$ cat config.mk
export PLATFORM = sky130hd
export DESIGN_NAME = instr_sequencer_flat
export DESIGN_NICKNAME = d
export VERILOG_FILES = /design/src/rtl/instr_seq_if.sv /design/src/rtl/instr_sequencer.sv /design/src/flat_wrapper.sv
export SDC_FILE = /design/constraint.sdc
export NUM_CORES = 1
export LEC_CHECK = 0
export BUFFER_PORTS_ARGS = -buffer_cell sky130_fd_sc_hd__buf_2
export CAP_MARGIN = 20
export CORE_AREA = 2 2 115 72
export DETAILED_ROUTE_END_ITERATION = 16
export DIE_AREA = 0 0 117 74
export PLACE_DENSITY = 0.59
export SYNTH_ARGS = -nofsm -noshare
export SYNTH_HDL_FRONTEND = slang
export SYNTH_SLANG_ARGS = --single-unit
$ cat constraint.sdc
create_clock -name clk -period 4.9 [get_ports clk]
set_input_delay 0.98 -clock clk [delete_from_list [all_inputs] [get_ports clk]]
set_output_delay 0.98 -clock clk [all_outputs]
set_load 0.02 [all_outputs]
$ cat src/rtl/instr_seq_if.sv
// Memory-side handshake bundle for instr_sequencer: instruction fetch and data access.
// master = sequencer, slave = memory system.
interface instr_seq_if;
    logic imem_req;
    logic imem_ready;
    logic dmem_req;
    logic dmem_we;
    logic dmem_ready;

    // Handshakes: a request is held high for as long as the sequencer waits in FETCH or MEM.
    // The access completes in the cycle where ready=1 while req=1. ready seen without req is ignored.
    modport master (
        output imem_req,
        output dmem_req,
        output dmem_we,
        input  imem_ready,
        input  dmem_ready
    );

    modport slave (
        input  imem_req,
        input  dmem_req,
        input  dmem_we,
        output imem_ready,
        output dmem_ready
    );
endinterface

$ cat src/rtl/instr_sequencer.sv
// Multi-cycle RV32I instruction sequencer: FETCH/DECODE/EXEC/MEM/WB with trap and retire counter.
// Optional float-ALU handoff (falu_start/falu_done, FWAIT state) is enabled by `define INSTR_SEQ_FALU_EN.
module instr_sequencer #(
    parameter int MEM_TIMEOUT = 16,
    parameter int CNT_W       = 32
) (
    input  logic             clk,
    input  logic             rst_n,
    input  logic             run,
    input  logic [6:0]       opcode,
    input  logic             branch_taken,
    instr_seq_if.master      bus,
    output logic             ir_we,
    output logic             reg_we,
    output logic             pc_we,
    output logic [1:0]       pc_sel,
    output logic             trap,
    output logic [1:0]       trap_cause,
    output logic             busy,
    output logic [CNT_W-1:0] instret,
`ifdef INSTR_SEQ_FALU_EN
    output logic             falu_start,
    input  logic             falu_done,
`endif
    output logic [2:0]       dbg_state
);

    localparam logic [6:0] OP_R      = 7'b0110011;
    localparam logic [6:0] OP_IMM    = 7'b0010011;
    localparam logic [6:0] OP_LOAD   = 7'b0000011;
    localparam logic [6:0] OP_STORE  = 7'b0100011;
    localparam logic [6:0] OP_BRANCH = 7'b1100011;
    localparam logic [6:0] OP_JAL    = 7'b1101111;
    localparam logic [6:0] OP_JALR   = 7'b1100111;
    localparam logic [6:0] OP_AUIPC  = 7'b0010111;
    localparam logic [6:0] OP_LUI    = 7'b0110111;
    localparam logic [6:0] OP_FALU   = 7'b1010011;

    localparam logic [7:0] TMO = 8'(MEM_TIMEOUT);

    typedef enum logic [2:0] {
        S_IDLE   = 3'd0,
        S_FETCH  = 3'd1,
        S_DECODE = 3'd2,
        S_EXEC   = 3'd3,
        S_MEM    = 3'd4,
        S_WB     = 3'd5,
        S_TRAP   = 3'd6,
        S_FWAIT  = 3'd7
    } state_t;

    state_t     state;
    state_t     retire_next;
    logic [7:0] wait_cnt;
    logic       cls_load;
    logic       cls_store;
    logic       cls_branch;
    logic       cls_jal;
    logic       cls_jalr;
`ifdef INSTR_SEQ_FALU_EN
    logic       cls_falu;
`endif

    function automatic logic op_legal(input logic [6:0] op);
        case (op)
            OP_R, OP_IMM, OP_LOAD, OP_STORE, OP_BRANCH,
            OP_JAL, OP_JALR, OP_AUIPC, OP_LUI: op_legal = 1'b1;
`ifdef INSTR_SEQ_FALU_EN
            OP_FALU: op_legal = 1'b1;
`endif
            default: op_legal = 1'b0;
        endcase
    endfunction

    // Outputs tied to the registered state.
    assign bus.imem_req = (state == S_FETCH);
    assign bus.dmem_req = (state == S_MEM);
    assign bus.dmem_we  = (state == S_MEM) && cls_store;
    assign trap         = (state == S_TRAP);
    assign busy         = (state != S_IDLE) && (state != S_TRAP);
    assign dbg_state    = state;
    assign retire_next  = run ? S_FETCH : S_IDLE;

`ifdef INSTR_SEQ_FALU_EN
    assign falu_start = (state == S_EXEC) && cls_falu;
`endif

    // Write strobes follow the current state and this cycle's handshake inputs.
    always_comb begin
        ir_we  = 1'b0;
        reg_we = 1'b0;
        pc_we  = 1'b0;
        pc_sel = 2'd0;
        case (state)
            S_FETCH: ir_we = bus.imem_ready;
            S_EXEC: begin
                if (cls_branch) begin
                    pc_we  = 1'b1;
                    pc_sel = branch_taken ? 2'd1 : 2'd0;
                end
            end
            S_MEM: pc_we = cls_store && bus.dmem_ready;
            S_WB: begin
                reg_we = 1'b1;
                pc_we  = 1'b1;
                pc_sel = cls_jal ? 2'd1 : (cls_jalr ? 2'd2 : 2'd0);
            end
            default: ;
        endcase
    end

    always_ff @(posedge clk) begin
        if (!rst_n) begin
            state      <= S_IDLE;
            wait_cnt   <= 8'd0;
            instret    <= '0;
            trap_cause <= 2'd0;
            cls_load   <= 1'b0;
            cls_store  <= 1'b0;
            cls_branch <= 1'b0;
            cls_jal    <= 1'b0;
            cls_jalr   <= 1'b0;
`ifdef INSTR_SEQ_FALU_EN
            cls_falu   <= 1'b0;
`endif
        end else begin
            // pc_we is only ever raised on the retiring cycle of an instruction.
            if (pc_we) begin
                instret <= instret + CNT_W'(1);
            end
            case (state)
                S_IDLE: begin
                    if (run) state <= S_FETCH;
                end
                S_FETCH: begin
                    if (bus.imem_ready) begin
                        wait_cnt <= 8'd0;
                        state    <= S_DECODE;
                    end else if (wait_cnt + 8'd1 == TMO) begin
                        trap_cause <= 2'd2;
                        state      <= S_TRAP;
                    end else begin
                        wait_cnt <= wait_cnt + 8'd1;
                    end
                end
                S_DECODE: begin
                    wait_cnt   <= 8'd0;
                    cls_load   <= (opcode == OP_LOAD);
                    cls_store  <= (opcode == OP_STORE);
                    cls_branch <= (opcode == OP_BRANCH);
                    cls_jal    <= (opcode == OP_JAL);
                    cls_jalr   <= (opcode == OP_JALR);
`ifdef INSTR_SEQ_FALU_EN
                    cls_falu   <= (opcode == OP_FALU);
`endif
                    if (op_legal(opcode)) begin
                        state <= S_EXEC;
                    end else begin
                        trap_cause <= 2'd1;
                        state      <= S_TRAP;
                    end
                end
                S_EXEC: begin
                    if (cls_load || cls_store) state <= S_MEM;
                    else if (cls_branch)       state <= retire_next;
`ifdef INSTR_SEQ_FALU_EN
                    else if (cls_falu)         state <= S_FWAIT;
`endif
                    else                       state <= S_WB;
                end
                S_MEM: begin
                    if (bus.dmem_ready) begin
                        wait_cnt <= 8'd0;
                        state    <= cls_store ? retire_next : S_WB;
                    end else if (wait_cnt + 8'd1 == TMO) begin
                        trap_cause <= 2'd2;
                        state      <= S_TRAP;
                    end else begin
                        wait_cnt <= wait_cnt + 8'd1;
                    end
                end
                S_WB: state <= retire_next;
`ifdef INSTR_SEQ_FALU_EN
                S_FWAIT: begin
                    if (falu_done) state <= S_WB;
                end
`endif
                S_TRAP: state <= S_TRAP;
                default: state <= S_IDLE;
            endcase
        end
    end

endmodule

$ cat src/flat_wrapper.sv
// flat-port wrapper written by rule: the top's interface ports become plain ports
module instr_sequencer_flat 
#(
    parameter int MEM_TIMEOUT = 16,
    parameter int CNT_W       = 32
)
  (clk, rst_n, run, opcode, branch_taken, ir_we, reg_we, pc_we, pc_sel, trap, trap_cause, busy, instret, dbg_state, bus_imem_req, bus_dmem_req, bus_dmem_we, bus_imem_ready, bus_dmem_ready);
  instr_seq_if bus_i ();
  input  logic clk;
  input  logic rst_n;
  input  logic run;
  input  logic [6:0] opcode;
  input  logic branch_taken;
  output logic ir_we;
  output logic reg_we;
  output logic pc_we;
  output logic [1:0] pc_sel;
  output logic trap;
  output logic [1:0] trap_cause;
  output logic busy;
  output logic [CNT_W-1:0] instret;
  output logic [2:0] dbg_state;
  output wire logic [$bits(bus_i.imem_req)-1:0] bus_imem_req;
  output wire logic [$bits(bus_i.dmem_req)-1:0] bus_dmem_req;
  output wire logic [$bits(bus_i.dmem_we)-1:0] bus_dmem_we;
  input wire logic [$bits(bus_i.imem_ready)-1:0] bus_imem_ready;
  input wire logic [$bits(bus_i.dmem_ready)-1:0] bus_dmem_ready;
  assign bus_imem_req = bus_i.imem_req;
  assign bus_dmem_req = bus_i.dmem_req;
  assign bus_dmem_we = bus_i.dmem_we;
  assign bus_i.imem_ready = bus_imem_ready;
  assign bus_i.dmem_ready = bus_dmem_ready;
  instr_sequencer #(.MEM_TIMEOUT(MEM_TIMEOUT), .CNT_W(CNT_W)) u_core (.clk(clk), .rst_n(rst_n), .run(run), .opcode(opcode), .branch_taken(branch_taken), .bus(bus_i), .ir_we(ir_we), .reg_we(reg_we), .pc_we(pc_we), .pc_sel(pc_sel), .trap(trap), .trap_cause(trap_cause), .busy(busy), .instret(instret), .dbg_state(dbg_state));
endmodule
---- Word level (Yosys, flattened, before mapping) ----
Index checks and enable logic that the tools add are counted.
operators by class
  equality and inequality tests ........... 21
  reduce and logical (&&, ||, !) cells .... 9
  muxes and demuxes ....................... 31
  add/subtract/negate cells ............... 2
operators by type and width
  cell                                                             number
  32-bit by 1-bit adder with 32-bit output, second input constant  1
  3-bit 2-to-1 mux                                                 8
  8-bit 2-to-1 mux                                                 3
  8-bit case mux with 3 select lines                               1
  7-bit by 6-bit == test with 1-bit output, second input constant  3
  7-bit == test, second input constant                             3
  3-bit case mux with 7 select lines                               1
  7-bit by 5-bit == test with 1-bit output, second input constant  2
  2-bit 2-to-1 mux                                                 7
  3-bit == test, second input constant                             3
  9-bit OR reduction                                               1
  8-bit by 1-bit adder with 8-bit output, second input constant    1
  8-bit by 5-bit == test with 1-bit output, second input constant  1
  1-bit 2-to-1 mux                                                 8
  2-bit != test, second input constant                             4
  7-bit by 2-bit == test with 1-bit output, second input constant  1
  3-bit by 2-bit == test with 1-bit output, second input constant  2
  2-bit case mux with 3 select lines                               1
  3-bit nonzero test                                               2
  2-bit case mux with 2 select lines                               1
  4-bit AND reduction                                              1
  3-bit by 1-bit == test with 1-bit output, second input constant  1
  1-bit logical AND                                                3
  3-bit logical NOT                                                1
  other kinds (3)                                                  3
storage, ports and cells
  output and inout port bits .............. 47
  bits in registers ....................... 50
  input port bits ......................... 13
  word-level logic and storage cells ...... 72

---- Depth between registers and ports, before layout ----
  depth in word-level cells ............... 7
  gate-level depth with buffers ........... 9
  gate-level depth less buffers ........... 6

---- Least setup slack after synthesis ----
OpenSTA, ideal clock, no wires.
  path type ............................... input-to-output
  from .................................... in bus_dmem_ready
  to ...................................... out pc_we
  arrival time ............................ 1.760 ns
  path buffers ............................ 1
  stages on the path ...................... 4
  required time ........................... 3.920 ns
  setup slack ............................. 2.160 ns
  cells stage by stage .................... a21oi_1 -> o22a_1 -> clkbuf_1 -> clkinv_1
on the way
  word-level cells in the longest chain between the ends .. 2
RTL lines
  what                                RTL line                source
  start: declaration                  flat_wrapper.sv:27      input wire logic [$bits(bus_i.dmem_ready)-1:0] bus_dmem_ready;
  1-bit logical AND                   instr_sequencer.sv:102  S_MEM: pc_we = cls_store && bus.dmem_ready;
  1-bit case mux with 3 select lines  instr_sequencer.sv:94   case (state)
  end: declaration                    flat_wrapper.sv:16      output logic pc_we;
Every way passes these cells.

---- Final worst setup path ----
  from .................................... reg u_core.state[1], in the netlist u_core.dbg_state[1]
  to ...................................... out pc_we
on the way
  word-level cells in the longest chain between the ends .. 2
  elaborated cells on any way between the ends .. 4
  classes of those cells .................. eq/ne (3); mux (1)
RTL lines
  what                                                                              RTL line                source
  start: declaration                                                                instr_sequencer.sv:52   state_t state;
  start signal: assignment                                                          instr_sequencer.sv:165  else if (cls_branch) state <= retire_next;
  start signal: assignment                                                          instr_sequencer.sv:174  state <= cls_store ? retire_next : S_WB;
  start signal: assignment                                                          instr_sequencer.sv:182  S_WB: state <= retire_next;
  3-bit == test / 3-bit by 2-bit == test with 1-bit output (equally long branches)  instr_sequencer.sv:94
  1-bit case mux with 3 select lines *                                              instr_sequencer.sv:94
Mark *: on every way between the ends. The rest lies on a longest branch, timed or not.

==> reports/results.ini <==
[clocking]
cts_tree=done
numCtsBuffers=5
insertion_delay_ns=0.28
clock-root-buffer=clkbuf_16
post_cts_buffers=0
path_clk_slew_ns=0.06
h-tree-depth=2
cts.path.max_buffers=2
ctsResizeCount=0
cts_sinks=50
cts_hold_buf=0

[grt]
grt_usage_pct=15.4
grt_start_max_net_pins=39
antenna_found_initial=0
grt-ovfl-total=0
first_global_vias=2152
grt_pass1_wl_mm=10.6

[detailed_routing]
vias_per_cell=5.06
drc_errors=0
vias=2469
avgRoutedWirePerCell_um=13.3
drtAntennaViolNets=0
first_iter_violations=138
drtPass1Iterations=4
routed_wl_mm=6.48

[run_status]
status=finished clean

[synthesis]
synth_nets=343
synth_ff_type=dfxtp_1
synth_edf_count=0
synth_area_leaders=dfxtp_1, xnor2_1, nor2_1
synthArstFlopShare_pct=0
yosysTopAreaCell=dfxtp_1
synth_area_mm2=0.00259
avgSynthCellArea_um2=7.91
synth-seq-cells=50
synthCells=328
yosysUniqueCellTypes=44
synth_top_area_share_pct=38.6
synth_warnings=0
yosysSeqAreaShare_pct=38.6

[timing]
tns_ns=0
tightest_slew_ns=0.715
finalSetupViolations=0
rsz0062_at_grt=false
max_freq_mhz=299
finalMaxSlewViolations=0
slew_headroom_pct=52.3
finClkSkew_ns=0.00599
finalCritPeriodShare_pct=68.2
fin_hold_ws_ns=0.477
period_needed_ns=3.34
hold_viol_final=0

[place]
hpwl_mm=4.80
place.gp.congestion=0.891
placed_area_mm2=0.00297
port_buffers=59
dp.cells=480

[die]
row_count=25
die_y_um=74
dieWidth_um=117
ios=60
coreArea_mm2=0.00766
dieArea_mm2=0.00866
start_util_pct=33.9

[setup_path]
crit_fanout=23
worstPathRequired_ns=3.92
r2r_slack_ns=2.17
critPathLaunchType=register
end_kind=primary output
cp.arrival_ns=2.36
slowest_stage=dfxtp_1
path_cells=nand2b_1 -> o22a_1 -> clkinv_1 -> buf_2
slowest_delay_ns=0.78
critPathKind=reg2out

[pwr]
p_leak_nw=1.20
p_sw_mw=0.206
power_density_mw_per_mm2=283
p_int_mw=0.683
power.share.sequential_pct=47.8
ir_drop_uv=189
comb_power_share_pct=8.9
swShare_pct=23.2
clkPwrFrac_pct=43.3

[worst_hold_path]
min_path_type=reg2reg

[flow_run]
cap_violations=0

[layout]
area_growth_pct=20.7
antennaDiodeCount=0
nets=394
final_cells=488
final_area_mm2=0.00313
final_layout_size_suffix_gt1_share_pct=20.0

worst max-delay path, delay by kind of cell, from the launching register on:
family	cells	cell delay, ns
and+or+nand+nor	1	0.19
DFF	1	0.78
AOI/OAI and AO/OA	1	0.52
buffers and inverters	2	0.59
sequential cells by signal (all words and copies together) (netlist names):
register and flops:
u_core.cls_jalr 1, u_core.cls_jal 1, u_core.cls_store 1, u_core.wait_cnt 8, u_core.trap_cause 2, u_core.cls_load 1
u_core.cls_branch 1, u_core.dbg_state 3, u_core.instret 32
worst paths after layout:
path / endpoint / depth (start not counted) / start
min: u_core.trap_cause[0] / 2 / u_core.trap_cause[0]
min reg2reg: u_core.trap_cause[0] / 2 / u_core.trap_cause[0]
max: pc_we / 4 / u_core.dbg_state[1]
max reg2reg: u_core.instret[28] / 6 / u_core.dbg_state[1]
area by class of cell:
cell class / count / area (um2)
Clock inverter: 1 / 30.0
Timing Repair Buffer: 60 / 303
Multi-Input combinational cell: 249 / 1480
Tap cell: 108 / 135
Clock buffer: 7 / 133
Sequential cell: 50 / 1000
Fill cell: 773 / 4530
Inverter: 13 / 48.8
routing by layer:
metal / GRT usage [%] / share of wire, %
met5: 0 / 0
met4: 3.01 / 0.42
met1: 24.7 / 56
met3: 3.91 / 5.9
met2: 20.3 / 37
kinds of logic (layout without fill, tap and decap cells):
| logic type | Yosys count | in the layout | share of synthesized area (%) |
|---|---|---|---|
| AO/OA/AOI/OAI | 62 | 62 | 14.8 |
| XOR/XNOR | 23 | 23 | 7.76 |
| adder cells (fa/ha/maj) | 2 | 2 | 0.964 |
| buffers and inverters | 29 | 81 | 4.29 |
| flip-flops | 50 | 50 | 38.6 |
| multiplexers | 2 | 2 | 0.771 |
| AND/OR/NAND/NOR | 160 | 160 | 32.9 |
placed cells by master (no fill, tap or decap), types with 8 or more instances in the layout:
cell,instances
o21ai_0,15
nor2_1,40
xnor2_1,18
nor3_1,11
nand2_1,25
a21oi_1,22
dfxtp_1,50
buf_2,59
nor4_1,10
inv_1,12
nand4_1,8
nand2b_1,8
or3_1,13
nand3_1,15
cell usage after synthesis, drive strengths merged (2+ instances only):
| cell | instances |
|---|---|
| a31oi | 5 |
| a41o | 2 |
| and4 | 4 |
| or4 | 5 |
| nand2 | 25 |
| o31ai | 4 |
| o22a | 2 |
| o22ai | 3 |
| o21ai | 15 |
| xor2 | 5 |
| or2 | 2 |
| a32oi | 3 |
| mux2i | 2 |
| nor3 | 11 |
| nand2b | 8 |
| buf | 2 |
| dfxtp | 50 |
| clkbuf | 14 |
| nand4 | 9 |
| nor4b | 4 |
| nand3 | 15 |
| ha | 2 |
| nor2b | 6 |
| nor4 | 10 |
| xnor2 | 18 |
| a21oi | 22 |
| or3 | 17 |
| nor2 | 40 |
| inv | 12 |
power by group through the flow:
stage / Combinational [mW] / Clock (mW) / Sequential, mW
floorplan: 0.0575 / 0 / 0.429
global placement: 0.0781 / 0 / 0.434
detailed placement: 0.0782 / 0 / 0.433
CTS: 0.0789 / 0.395 / 0.424
global route: 0.0892 / 0.409 / 0.426
finish: 0.0787 / 0.385 / 0.425
through the flow:
step                      power, mW  utilization, %  setup slack, ns
after floorplan               0.486               -             2.16
after global placement        0.512            38.8             1.60
after detailed placement      0.512            38.8             1.55
after CTS                     0.898            40.9             1.55
after global routing          0.924            40.9             1.37
final                         0.888            40.9             1.56
(Power assumes the default switching activity.)
